--- src/rtl/fifo_pkg.sv ---
`default_nettype none
// ============================================================================
//  Module      : fifo_pkg
//  Description : Shared constants and helpers for the synchronous FIFO.
//  Revision    : 1.0 - initial release
// ============================================================================
package fifo_pkg;

    localparam int MODE_STD  = 0;
    localparam int MODE_FWFT = 1;

    // Ceiling log2; used at elaboration to size pointers and addresses.
    function automatic int clog2(input int value);
        int result;
        int remaining;
        result    = 0;
        remaining = value - 1;
        while (remaining > 0) begin
            result    = result + 1;
            remaining = remaining >> 1;
        end
        return result;
    endfunction

endpackage
`default_nettype wire

--- src/rtl/fifo_mem.sv ---
`default_nettype none
// ============================================================================
//  Module      : fifo_mem
//  Description : FIFO storage array, synchronous write, asynchronous read.
//  Revision    : 1.0 - initial release
// ============================================================================
module fifo_mem
    import fifo_pkg::*;
#(
    parameter  int WIDTH = 8,
    parameter  int DEPTH = 16,
    localparam int AW    = clog2(DEPTH)
) (
    input  logic             clk,
    input  logic             reset,
    input  logic             i_wr_en,
    input  logic [AW-1:0]    i_wr_addr,
    input  logic [WIDTH-1:0] i_wr_data,
    input  logic [AW-1:0]    i_rd_addr,
    output logic [WIDTH-1:0] o_rd_data
);

    logic [WIDTH-1:0] r_mem [DEPTH];

    // Entries are cleared on reset so stale data can never reappear.
    always_ff @(posedge clk) begin
        if (reset) begin
            for (int i = 0; i < DEPTH; i++) begin
                r_mem[i] <= '0;
            end
        end else if (i_wr_en) begin
            r_mem[i_wr_addr] <= i_wr_data;
        end
    end

    assign o_rd_data = r_mem[i_rd_addr];

endmodule
`default_nettype wire

--- src/rtl/sync_fifo_param.sv ---
`default_nettype none
// ============================================================================
//  Module      : sync_fifo_param
//  Description : Parameterised single-clock FIFO, standard or FWFT read mode.
//  Revision    : 1.0 - initial release
// ============================================================================
module sync_fifo_param
    import fifo_pkg::*;
#(
    parameter  int WIDTH    = 8,
    parameter  int DEPTH    = 16,
    parameter  int AF_LEVEL = 14,
    parameter  int AE_LEVEL = 2,
    parameter  int FWFT     = 0,
    localparam int ADDR     = clog2(DEPTH) + 1
) (
    input  logic             clk,
    input  logic             reset,
    input  logic [WIDTH-1:0] data_in,
    input  logic             wr_enb,
    input  logic             rd_enb,
    output logic [WIDTH-1:0] data_out,
    output logic             rd_valid,
    output logic             full,
    output logic             empty,
    output logic             almost_full,
    output logic             almost_empty,
    output logic [ADDR-1:0]  count,
    output logic             overflow,
    output logic             underflow
);

    localparam logic [ADDR-1:0] c_ONE      = ADDR'(1);
    localparam logic [ADDR-1:0] c_AF_LEVEL = ADDR'(AF_LEVEL);
    localparam logic [ADDR-1:0] c_AE_LEVEL = ADDR'(AE_LEVEL);

    if ((DEPTH < 4) || ((DEPTH & (DEPTH - 1)) != 0)) begin : g_bad_depth
        $error("sync_fifo_param: DEPTH must be a power of two and at least 4");
    end
    if (AE_LEVEL >= AF_LEVEL) begin : g_bad_levels
        $error("sync_fifo_param: AE_LEVEL must be below AF_LEVEL");
    end

    logic [ADDR-1:0]  r_wr_ptr;
    logic [ADDR-1:0]  r_rd_ptr;
    logic [ADDR-1:0]  r_count;
    logic             r_overflow;
    logic             r_underflow;
    logic             w_full;
    logic             w_empty;
    logic             w_wr_accept;
    logic             w_rd_accept;
    logic [WIDTH-1:0] w_rd_data;

    // Flags come from registered pointers only; enables never reach them.
    assign w_empty = (r_wr_ptr == r_rd_ptr);
    assign w_full  = (r_wr_ptr[ADDR-1] != r_rd_ptr[ADDR-1]) &&
                     (r_wr_ptr[ADDR-2:0] == r_rd_ptr[ADDR-2:0]);

    assign w_wr_accept = wr_enb && !w_full;
    assign w_rd_accept = rd_enb && !w_empty;

    always_ff @(posedge clk) begin
        if (reset) begin
            r_wr_ptr <= '0;
            r_rd_ptr <= '0;
            r_count  <= '0;
        end else begin
            if (w_wr_accept) begin
                r_wr_ptr <= r_wr_ptr + c_ONE;
            end
            if (w_rd_accept) begin
                r_rd_ptr <= r_rd_ptr + c_ONE;
            end
            case ({w_wr_accept, w_rd_accept})
                2'b10:   r_count <= r_count + c_ONE;
                2'b01:   r_count <= r_count - c_ONE;
                default: r_count <= r_count;
            endcase
        end
    end

    // A simultaneous read/write at full or empty is a defined boundary case,
    // not an error, so only an unpaired request raises the sticky flags.
    always_ff @(posedge clk) begin
        if (reset) begin
            r_overflow  <= 1'b0;
            r_underflow <= 1'b0;
        end else begin
            if (wr_enb && w_full && !rd_enb) begin
                r_overflow <= 1'b1;
            end
            if (rd_enb && w_empty && !wr_enb) begin
                r_underflow <= 1'b1;
            end
        end
    end

    fifo_mem #(
        .WIDTH (WIDTH),
        .DEPTH (DEPTH)
    ) u_mem (
        .clk       (clk),
        .reset     (reset),
        .i_wr_en   (w_wr_accept),
        .i_wr_addr (r_wr_ptr[ADDR-2:0]),
        .i_wr_data (data_in),
        .i_rd_addr (r_rd_ptr[ADDR-2:0]),
        .o_rd_data (w_rd_data)
    );

    if (FWFT == MODE_FWFT) begin : g_fwft
        assign data_out = w_rd_data;
        assign rd_valid = !w_empty;
    end else begin : g_std
        logic [WIDTH-1:0] r_data_out;
        logic             r_rd_valid;

        always_ff @(posedge clk) begin
            if (reset) begin
                r_data_out <= '0;
                r_rd_valid <= 1'b0;
            end else begin
                r_rd_valid <= w_rd_accept;
                if (w_rd_accept) begin
                    r_data_out <= w_rd_data;
                end
            end
        end

        assign data_out = r_data_out;
        assign rd_valid = r_rd_valid;
    end

    assign full         = w_full;
    assign empty        = w_empty;
    assign almost_full  = (r_count >= c_AF_LEVEL);
    assign almost_empty = (r_count <= c_AE_LEVEL);
    assign count        = r_count;
    assign overflow     = r_overflow;
    assign underflow    = r_underflow;

endmodule
`default_nettype wire

--- config.mk ---
export PLATFORM = sky130hd
export DESIGN_NAME = sync_fifo_param
export DESIGN_NICKNAME = d
export VERILOG_FILES = /design/src/rtl/fifo_pkg.sv /design/src/rtl/fifo_mem.sv /design/src/rtl/sync_fifo_param.sv
export SDC_FILE = /design/constraint.sdc
export NUM_CORES = 1
export LEC_CHECK = 0
export BUFFER_PORTS_ARGS = -buffer_cell sky130_fd_sc_hd__clkbuf_2
export CAP_MARGIN = 0
export CORE_ASPECT_RATIO = 1.1
export CORE_MARGIN = 5
export CORE_UTILIZATION = 60
export CTS_CLUSTER_DIAMETER = 40
export CTS_CLUSTER_SIZE = 8
export DETAILED_ROUTE_END_ITERATION = 10
export PLACE_DENSITY = 0.78
export REMOVE_ABC_BUFFERS = 1
export SLEW_MARGIN = 20
export SYNTH_ARGS = -nofsm -noshare
export SYNTH_HDL_FRONTEND = slang
export SYNTH_HIERARCHICAL = 1
export SYNTH_SLANG_ARGS = --single-unit
--- constraint.sdc ---
create_clock -name clk -period 3.93 [get_ports clk]
set_input_delay 0 -clock clk [delete_from_list [all_inputs] [get_ports clk]]
set_output_delay 0 -clock clk [all_outputs]
set_load 0.02 [all_outputs]
==> flow_metrics.py, run 1 <==
metrics = {
    "status": {
        "result_of_the_run": "finished clean",
    },
    "routing": {
        "vias_per_cell": 5.977,
        "dr.pass1.iters": 6,
        "drt_iter0_markers": 383,
        "route.antenna.remaining_nets": 0,
        "vias": 4220,
        "routed_wire_length_per_instance_microns": 21.54,
        "wirelength_microns": 15210,
        "remaining_drc_errors": 0,
    },
    "critical_path": {
        "worst_ep_required_ns": 4.22,
        "maximum_fanout_encountered_on_the_critical_timing_path": 11,
        "worstPathArrival_ns": 3.47,
        "timing.critical_path.slowest_cell_delay_ns": 0.55,
        "timing.critical_path.slowest_stage_cell": "sky130_fd_sc_hd__dfxtp_1",
        "worst_path_dominant_cell_family": "simple AND/OR/NAND/NOR gates",
        "worstSetupStartpointType": "register",
        "cp.buffers_inverters": 1,
        "end_kind": "register",
        "timing_worst_setup_path_type": "register to register",
        "worstPathCellList": "xnor2_1 -> nand4_4 -> o21ai_2 -> ha_1 -> inv_1 -> fa_1 -> nor2b_1 -> o21ai_1 -> nand3_1 -> or3b_1 -> mux2_1",
    },
    "global_route": {
        "grt_util_all_layers_pct": 22.52,
        "grt_max_degree": 43,
        "global_route.overflow_total": 0,
        "grt_first_pass_wirelength_microns": 23960,
        "number_of_antenna_violations_at_the_first_check_in_global_routing": 0,
        "first_global_vias": 4397,
    },
    "placed_design": {
        "cell_area_after_placement_sq_um": 7417,
        "place_hpwl_microns": 9661,
        "io_buffers": 31,
        "dp_cells": 670,
        "gp_congestion": 0.7623,
        "dpl_worst_slack_ns": 0.7193,
    },
    "floorplan": {
        "floorplan.rows": 41,
        "io_pins": 32,
        "initial_utilization_pct": 61.86,
        "dieWidth_microns": 114.0,
        "coreArea_sq_um": 11540,
        "dieArea_sq_um": 14190,
        "die_h_microns": 124.4,
    },
    "timing": {
        "period_utilisation_layout_pct": 80.87,
        "maxClockFrequency_ghz": 0.3146,
        "final.setup.worst_slack_ns": 0.7518,
        "final-hold-violation-count": 0,
        "final_period_minus_worst_setup_slack_ns": 3.178,
        "report.final.slew_viol_count": 0,
        "finalSetupViolations": 0,
        "rsz_0062_raised_after_global_routing": "no",
        "max_slew.worst_pin.slew_ns": 0.8378,
        "maxSlewHeadroom_pct": 44.03,
        "skew_ns": 0.007950,
        "worst_hold_slack_ns": 0.1248,
    },
    "worst_hold_path": {
        "hold_path.class": "input pin to register",
    },
    "synth": {
        "yosys_warnings": 6,
        "yosys_most_used_dff": "sky130_fd_sc_hd__edfxtp_1",
        "synth_edf_count": 128,
        "share_of_flip_flops_with_an_asynchronous_set_or_reset_after_synthesis_pct": 0,
        "number_of_storage_elements_in_the_synthesis_netlist": 154,
        "post_synth.cell_area_avg_sq_um": 14.08,
        "yosys.cell_types.count": 46,
        "syn-cell-area_sq_um": 7141,
        "netlist_instances": 507,
        "synth.yosys.seq_area_share_pct": 61.12,
    },
    "clock_tree": {
        "post_cts.resized_instances": 0,
        "clk_transition_reported_paths_ns": 0.06,
        "clk_path_buf_depth": 2,
        "tritoncts_sink_count": 154,
        "clk_latency_ns": 0.41,
        "clk_root_buffer_cell": "sky130_fd_sc_hd__clkbuf_16",
        "post-cts-setup-buffers": 0,
        "clock_tree.htree_level_count": 4,
        "cts_tree": "built",
        "holdBufCountCts": 4,
        "cts_buffers": 17,
    },
    "layout": {
        "instances_no_fill": 706,
        "final_layout_size_suffix_gt1_share_pct": 22.84,
        "mostFrequentLayoutCell": "sky130_fd_sc_hd__and2_1",
        "finalInstanceArea_sq_um": 8001,
        "num_antenna_cells": 0,
        "nNetsFinal": 562,
        "layout_common_cells": "129 x sky130_fd_sc_hd__and2_1, 128 x sky130_fd_sc_hd__edfxtp_1, 37 x sky130_fd_sc_hd__nor2_1",
        "area_delta_synth_final_pct": 12.06,
    },
    "job": {
        "maxCapViolations": 0,
    },
    "pwr": {
        "leakagePower_nw": 3.063,
        "power-per-cell-area_nw_per_um2": 507.3,
        "worst_ir_drop_vdd_mv": 0.2507,
    },
}
sequential cells by signal, summed over array words and instances (netlist names):
register and count:
r_wr_ptr 5, underflow 1, overflow 1, data_out 8
count 5, r_rd_ptr 5, u_mem/r_mem 128, rd_valid 1
per-stage QoR:
step           power, mW  utilization, %  setup TNS (ns)
3_3_place_gp       2.568           64.26               0
3_5_place_dp       2.589           64.26               0
4_1_cts            4.077           69.32               0
6_report           4.059           69.32               0
5_1_grt            4.215           69.32               0
2_1_floorplan      2.385               -         -0.2308
cell usage after synthesis, types with 5 or more instances:
master                       n  area share, %
sky130_fd_sc_hd__mux4_2     32             10
sky130_fd_sc_hd__ha_1        6            1.1
sky130_fd_sc_hd__a21oi_1     5           0.35
sky130_fd_sc_hd__dfxtp_1    26            7.3
sky130_fd_sc_hd__edfxtp_1  128             54
sky130_fd_sc_hd__nor2b_1     5           0.44
sky130_fd_sc_hd__clkbuf_1   16           0.84
sky130_fd_sc_hd__and2_1    129             11
sky130_fd_sc_hd__a22oi_1    16            1.7
sky130_fd_sc_hd__mux2i_1    11            1.5
sky130_fd_sc_hd__xor2_1      8           0.98
sky130_fd_sc_hd__or2_2      16            1.4
sky130_fd_sc_hd__inv_1       8           0.42
sky130_fd_sc_hd__nor3_1      5           0.35
sky130_fd_sc_hd__nand2_1     9           0.47
sky130_fd_sc_hd__nor2_1     37            1.9
metal layers:
metal  global-route usage (%)  part of all wire, %  vias to the layer above
met5                        0                    0                        -
met4                    6.848                  1.7                        0
met3                    4.276                  5.8                       20
met2                    37.08                   51                      133
met1                    30.43                   41                     2148
li1                         -                    -                     1919
report_power, final:
part,switching [mW],leakage [nW],internal (mW)
clock,0.601,0.270,0.898
sequential,0.0503,1.54,1.85
combinational,0.376,1.26,0.283
cells by family after synthesis:
kind of cell | share of synthesized area (%)
flip-flops | 61.12
multiplexers | 11.79
AO/OA/AOI/OAI | 3.645
AND/OR/NAND/NOR | 18.08
buffers and inverters | 2.103
adder cells (fa/ha/maj) | 1.332
XOR/XNOR | 1.927
area by class of cell:
cell class / count / area, sq um
tap: 150 / 187.7
inverter: 8 / 30.03
fill: 791 / 3541
clock buffer: 23 / 467.9
multi-input combinational: 320 / 2626
sequential: 154 / 4365
timing repair buffer: 42 / 247.7
clock inverter: 9 / 76.32
path summary, 6_finish.rpt:
kind                                               start                                to  slack, ns  depth (start not counted)
worst max register to register  r_wr_ptr[0]$_SDFFE_PP0P_             count[4]$_SDFFE_PP0P_       0.75                         11
worst max-delay path            r_wr_ptr[0]$_SDFFE_PP0P_             count[4]$_SDFFE_PP0P_       0.75                         11
worst min register to register     overflow$_SDFFE_PP0P_             overflow$_SDFFE_PP0P_       0.48                          2
worst min-delay path                          data_in[7]  u_mem/r_mem[15][7]$_SDFFCE_PN0P_       0.12                          2
No activity file was read; power rests on OpenSTA's default activity.
==> run 2, diff against run 1 <==
==> constraint.sdc (replaced) <==
create_clock -name clk -period 3 [get_ports clk]
set_input_delay 0 -clock clk [delete_from_list [all_inputs] [get_ports clk]]
set_output_delay 0 -clock clk [all_outputs]
set_load 0.02 [all_outputs]
==> flow_metrics.py, run 2 (synthesis results as in run 1) <==
metrics = {
    "timing": {
        "skew_ns": 0.008692,
        "tns_ns": 0,
        "max_slew.worst_pin.slew_ns": 0.8517,
        "maxSlewHeadroom_pct": 43.10,
        "period_utilisation_layout_pct": 93.09,
        "rsz_0062_raised_after_global_routing": "no",
        "final-hold-violation-count": 0,
        "maxClockFrequency_ghz": 0.3581,
        "final_period_minus_worst_setup_slack_ns": 2.793,
        "finalSetupViolations": 0,
        "report.final.slew_viol_count": 0,
    },
    "critical_path": {
        "timing.critical_path.slowest_stage_cell": "sky130_fd_sc_hd__dfxtp_2",
        "maximum_fanout_encountered_on_the_critical_timing_path": 8,
        "worstPathCellList": "xnor2_2 -> nand4_4 -> o21ai_2 -> ha_2 -> inv_1 -> fa_1 -> nor2b_2 -> o21ai_1 -> nand3_1 -> or3b_1 -> mux2_1",
        "reg2reg_depth": 11,
        "timing.rr.start": "r_wr_ptr[2]$_SDFFE_PP0P_",
        "end_kind": "register",
        "timing_worst_setup_path_type": "register to register",
        "timing.critical_path.slowest_cell_delay_ns": 0.43,
        "worst_ep_required_ns": 3.30,
        "startpoint": "r_wr_ptr[2]$_SDFFE_PP0P_",
        "worstPathArrival_ns": 3.09,
        "worstSetupStartpointType": "register",
    },
    "clock_tree": {
        "clk_latency_ns": 0.42,
        "tritoncts_sink_count": 154,
        "clk_root_buffer_cell": "sky130_fd_sc_hd__clkbuf_16",
        "cts_tree": "built",
        "clk_path_buf_depth": 2,
        "cts_buffers": 17,
        "clock_tree.htree_level_count": 4,
        "clk_transition_reported_paths_ns": 0.06,
    },
    "global_route": {
        "number_of_antenna_violations_at_the_first_check_in_global_routing": 0,
        "first_global_vias": 4455,
        "grt_first_pass_wirelength_microns": 25190,
        "global_route.overflow_total": 0,
        "grt_max_degree": 42,
        "grt_util_all_layers_pct": 23.91,
    },
    "routing": {
        "route.antenna.remaining_nets": 0,
        "vias": 4280,
        "vias_per_cell": 6.011,
        "routed_wire_length_per_instance_microns": 22.46,
        "wirelength_microns": 15990,
        "drt_iter0_markers": 450,
        "remaining_drc_errors": 0,
        "dr.pass1.iters": 5,
    },
    "layout": {
        "final_layout_size_suffix_gt1_share_pct": 24.91,
        "area_delta_synth_final_pct": 13.54,
        "largest_register_ff_count": 128,
        "nNetsFinal": 568,
        "num_antenna_cells": 0,
        "filler_instances": 761,
        "instances_no_fill": 712,
        "mostFrequentLayoutCell": "sky130_fd_sc_hd__and2_1",
        "layout_common_cells": "129 x sky130_fd_sc_hd__and2_1, 128 x sky130_fd_sc_hd__edfxtp_1, 37 x sky130_fd_sc_hd__nor2_1",
        "max_flop_register": "u_mem/r_mem",
        "utilization_pct": 70.24,
    },
    "pwr": {
        "seq_power_share_pct": 45.5,
        "netSwitchingPower_mw": 1.402,
        "clock_power_share_pct": 38.0,
        "comb_power_share_pct": 16.4,
        "finalPower_mw": 5.463,
        "worst_ir_drop_vdd_mv": 0.4014,
        "power-per-cell-area_nw_per_um2": 673.8,
        "power_switching_share_pct": 25.66,
        "intPower_mw": 4.062,
        "leakagePower_nw": 3.106,
    },
    "floorplan": {
        "io_pins": 32,
        "floorplan.rows": 41,
        "initial_utilization_pct": 61.86,
        "dieWidth_microns": 114.0,
        "coreArea_sq_um": 11540,
        "die_h_microns": 124.4,
        "dieArea_sq_um": 14190,
    },
    "placed_design": {
        "io_buffers": 31,
        "dp_cells": 676,
        "gp_congestion": 0.7744,
        "place_hpwl_microns": 10110,
    },
    "worst_hold_path": {
        "hold_path.startpoint": "data_in[1]",
        "hold_path.class": "input pin to register",
        "whs_path_depth": 2,
    },
    "job": {
        "maxCapViolations": 0,
    },
    "status": {
        "result_of_the_run": "finished clean",
    },
}
[run 2: cell type report]
type	instances	area [sq um]	share of cell area (%)
Sequential cell	154	4368	53.87
Multi-Input combinational cell	320	2639	32.55
Clock buffer	24	535.5	6.605
Timing Repair Buffer	48	292.8	3.611
Tap cell	150	187.7	2.315
Clock inverter	8	55.05	0.6790
Inverter	8	30.03	0.3704
[run 2: through the flow]
step	instance area, sq um	setup WS, ns	hold slack [ns]
6_report	8108	0.2072	0.1308
5_1_grt	8108	0.03707	0.1555
4_1_cts	8093	0.04569	0.1205
3_5_place_dp	7462	0.07909	0.3031
3_3_place_gp	7462	0.2083	0.2739
2_1_floorplan	7020	-1.161	0.06907
[run 2: final timing paths]
check | to | slack, ns
worst max-delay path | count[4]$_SDFFE_PP0P_ | 0.21
worst min-delay path | u_mem/r_mem[12][1]$_SDFFCE_PN0P_ | 0.13
worst max register to register | count[4]$_SDFFE_PP0P_ | 0.21
worst min register to register | overflow$_SDFFE_PP0P_ | 0.49
[run 2: critical path: cells and delay by family (launching register included)]
kind,cells,cell delay (ns)
buffers and inverters,1,0.09
and+or+nand+nor,4,0.77
DFF,1,0.43
adders and majority gates,2,0.65
muxes,1,0.31
xor gates and xnor gates,1,0.15
AOI/OAI and AO/OA,2,0.29
[run 2: power groups by stage]
stage / Clock, mW / Sequential [mW] / Combinational, mW
2_1_floorplan: 0 / 2.63 / 0.496
3_5_place_dp: 0 / 2.53 / 0.883
4_1_cts: 2.09 / 2.49 / 0.898
5_1_grt: 2.19 / 2.50 / 0.968
3_3_place_gp: 0 / 2.52 / 0.858
6_report: 2.08 / 2.49 / 0.897
[run 2: what timing repair did]
action,in CTS,in global routing
buffers inserted,0,0
gates resized for setup,0,5
endpoints found under the setup margin,0,1
hold endpoints to repair,4,0
hold buffers,4,0
[run 2: per-layer routing]
| metal | share of wire [%] | vias to the layer above | global-route usage [%] | wire length [microns] |
|---|---|---|---|---|
| li1 | - | 1926 | - | - |
| met1 | 40 | 2155 | 31.42 | 6388 |
| met2 | 51 | 166 | 39.11 | 8207 |
| met3 | 6.0 | 33 | 4.276 | 967 |
| met4 | 2.7 | 0 | 10.06 | 427 |
| met5 | 0 | - | 0 | 0 |
==> run 3, diff against run 2 <==
--- a/config.mk
+++ b/config.mk
@@ -13,7 +13,7 @@
 export CTS_CLUSTER_DIAMETER = 40
 export CTS_CLUSTER_SIZE = 8
 export DETAILED_ROUTE_END_ITERATION = 10
-export PLACE_DENSITY = 0.78
+export PLACE_DENSITY = 0.79
 export REMOVE_ABC_BUFFERS = 1
 export SLEW_MARGIN = 20
 export SYNTH_ARGS = -nofsm -noshare
==> flow_metrics.py, run 3 (synthesis results as in run 1) <==
metrics = {
    "status": {
        "result_of_the_run": "finished clean",
    },
    "layout": {
        "num_antenna_cells": 0,
        "max_flop_register": "u_mem/r_mem",
        "nNetsFinal": 564,
        "mostFrequentLayoutCell": "sky130_fd_sc_hd__and2_1",
        "layout_common_cells": "129 x sky130_fd_sc_hd__and2_1, 128 x sky130_fd_sc_hd__edfxtp_1, 37 x sky130_fd_sc_hd__nor2_1",
        "filler_instances": 750,
        "final_layout_size_suffix_gt1_share_pct": 23.48,
        "ff_latch_area_sq_um": 4368,
        "multiInputGateArea_sq_um": 2626,
        "largest_register_ff_count": 128,
        "area_delta_synth_final_pct": 13.14,
    },
    "critical_path": {
        "end_kind": "register",
        "timing.critical_path.slowest_cell_delay_ns": 0.38,
        "worstPathCellList": "xnor2_1 -> nand4_4 -> o21ai_2 -> ha_1 -> inv_1 -> fa_1 -> nor2b_1 -> o21ai_1 -> nand3_1 -> or3b_1 -> mux2_1",
        "maximum_fanout_encountered_on_the_critical_timing_path": 8,
        "timing_worst_setup_path_type": "register to register",
        "timing.critical_path.slowest_stage_cell": "sky130_fd_sc_hd__fa_1",
        "worst_ep_required_ns": 3.29,
        "worstPathArrival_ns": 3.12,
        "worstSetupStartpointType": "register",
    },
    "routing": {
        "drt_iter0_markers": 461,
        "wirelength_microns": 15540,
        "dr.pass1.iters": 5,
        "routed_wire_length_per_instance_microns": 21.94,
        "route.antenna.remaining_nets": 0,
        "vias_per_cell": 6.006,
        "remaining_drc_errors": 0,
        "vias": 4252,
    },
    "pwr": {
        "intPower_mw": 4.186,
        "worst_ir_drop_vdd_mv": 0.4460,
        "comb_power_share_pct": 15.8,
        "power-per-cell-area_nw_per_um2": 687.9,
        "power_switching_share_pct": 24.68,
        "finalPower_mw": 5.557,
        "leakagePower_nw": 3.094,
        "netSwitchingPower_mw": 1.371,
        "seq_power_share_pct": 44.8,
        "clock_power_share_pct": 39.4,
    },
    "placed_design": {
        "place_hpwl_microns": 10040,
        "gp_congestion": 0.7771,
        "io_buffers": 31,
    },
    "timing": {
        "max_slew.worst_pin.slew_ns": 0.7557,
        "tns_ns": 0,
        "rsz_0062_raised_after_global_routing": "no",
        "skew_ns": 0.009648,
        "worst_hold_slack_ns": 0.1465,
        "final_period_minus_worst_setup_slack_ns": 2.828,
        "finalSetupViolations": 0,
        "maxClockFrequency_ghz": 0.3536,
        "final-hold-violation-count": 0,
        "report.final.slew_viol_count": 0,
        "maxSlewHeadroom_pct": 49.24,
        "period_utilisation_layout_pct": 94.26,
    },
    "clock_tree": {
        "clock_tree.htree_level_count": 4,
        "cts_buffers": 17,
        "clk_root_buffer_cell": "sky130_fd_sc_hd__clkbuf_16",
        "clk_latency_ns": 0.41,
        "clk_transition_reported_paths_ns": 0.06,
        "clk_path_buf_depth": 2,
        "cts_tree": "built",
        "tritoncts_sink_count": 154,
        "post-cts-setup-buffers": 0,
    },
    "global_route": {
        "grt_max_degree": 44,
        "number_of_antenna_violations_at_the_first_check_in_global_routing": 0,
        "first_global_vias": 4258,
        "grt_util_all_layers_pct": 23.17,
        "global_route.overflow_total": 0,
        "grt_first_pass_wirelength_microns": 24470,
    },
    "floorplan": {
        "coreArea_sq_um": 11540,
        "initial_utilization_pct": 61.86,
        "floorplan.rows": 41,
        "dieArea_sq_um": 14190,
        "dieWidth_microns": 114.0,
        "io_pins": 32,
        "die_h_microns": 124.4,
    },
    "worst_hold_path": {
        "hold_path.class": "input pin to register",
    },
    "job": {
        "maxCapViolations": 0,
    },
}
[run 3: per-stage QoR]
step	worst slack [ns]	utilization, %	cell area (sq um)	std cells
3_3_place_gp	0.2151	64.46	7440	673
4_1_cts	0.1274	69.97	8077	708
2_1_floorplan	-1.161	-	7020	482
3_5_place_dp	0.1407	64.46	7440	673
6_report	0.1723	69.99	8079	708
5_1_grt	0.02018	69.99	8079	708
[run 3: routing by layer]
layer / wire, microns / global-route usage (%) / up-vias
li1: - / - / 1919
met4: 277 / 7.687 / 0
met3: 1277 / 5.053 / 18
met5: 0 / 0 / -
met2: 7440 / 35.04 / 205
met1: 6541 / 33.58 / 2110
[run 3: final timing paths]
check / from / endpoint / slack, ns / cells past startpoint
min: data_in[2] / u_mem/r_mem[6][2]$_SDFFCE_PN0P_ / 0.15 / 2
max: r_rd_ptr[0]$_SDFFE_PP0P_ / count[4]$_SDFFE_PP0P_ / 0.17 / 11
min reg2reg: overflow$_SDFFE_PP0P_ / overflow$_SDFFE_PP0P_ / 0.49 / 2
max reg2reg: r_rd_ptr[0]$_SDFFE_PP0P_ / count[4]$_SDFFE_PP0P_ / 0.17 / 11
[run 3: what timing repair did]
| action | 4_1_cts | 5_1_grt |
|---|---|---|
| hold endpoints to repair | 2 | 0 |
| hold buffers | 3 | 0 |
| gates resized for setup | 0 | 2 |
| setup endpoints to repair | 0 | 1 |
[run 3: layout make-up]
| cell class | instances | area share [%] |
|---|---|---|
| Inverter | 8 | 0.3717 |
| Tap cell | 150 | 2.323 |
| Multi-Input combinational cell | 320 | 32.51 |
| Clock inverter | 13 | 2.153 |
| Sequential cell | 154 | 54.07 |
| Clock buffer | 19 | 5.359 |
| Timing Repair Buffer | 44 | 3.221 |
[run 3: power by group through the flow]
stage               clock, mW  sequential, mW  combinational [mW]
floorplan                   0            2.63               0.496
global placement            0            2.52               0.847
detailed placement          0            2.53               0.865
CTS                      2.22            2.49               0.881
global route             2.31            2.50               0.944
finish                   2.19            2.49               0.876
[run 3: worst max-delay path: cells and delay by family, from the launching register on]
family	cells	cell delay [ns]
simple gates	4	0.81
fa+ha+maj	2	0.64
flops	1	0.33
mux	1	0.31
compound gates	2	0.27
xor+xnor	1	0.25
buf+inv	1	0.11
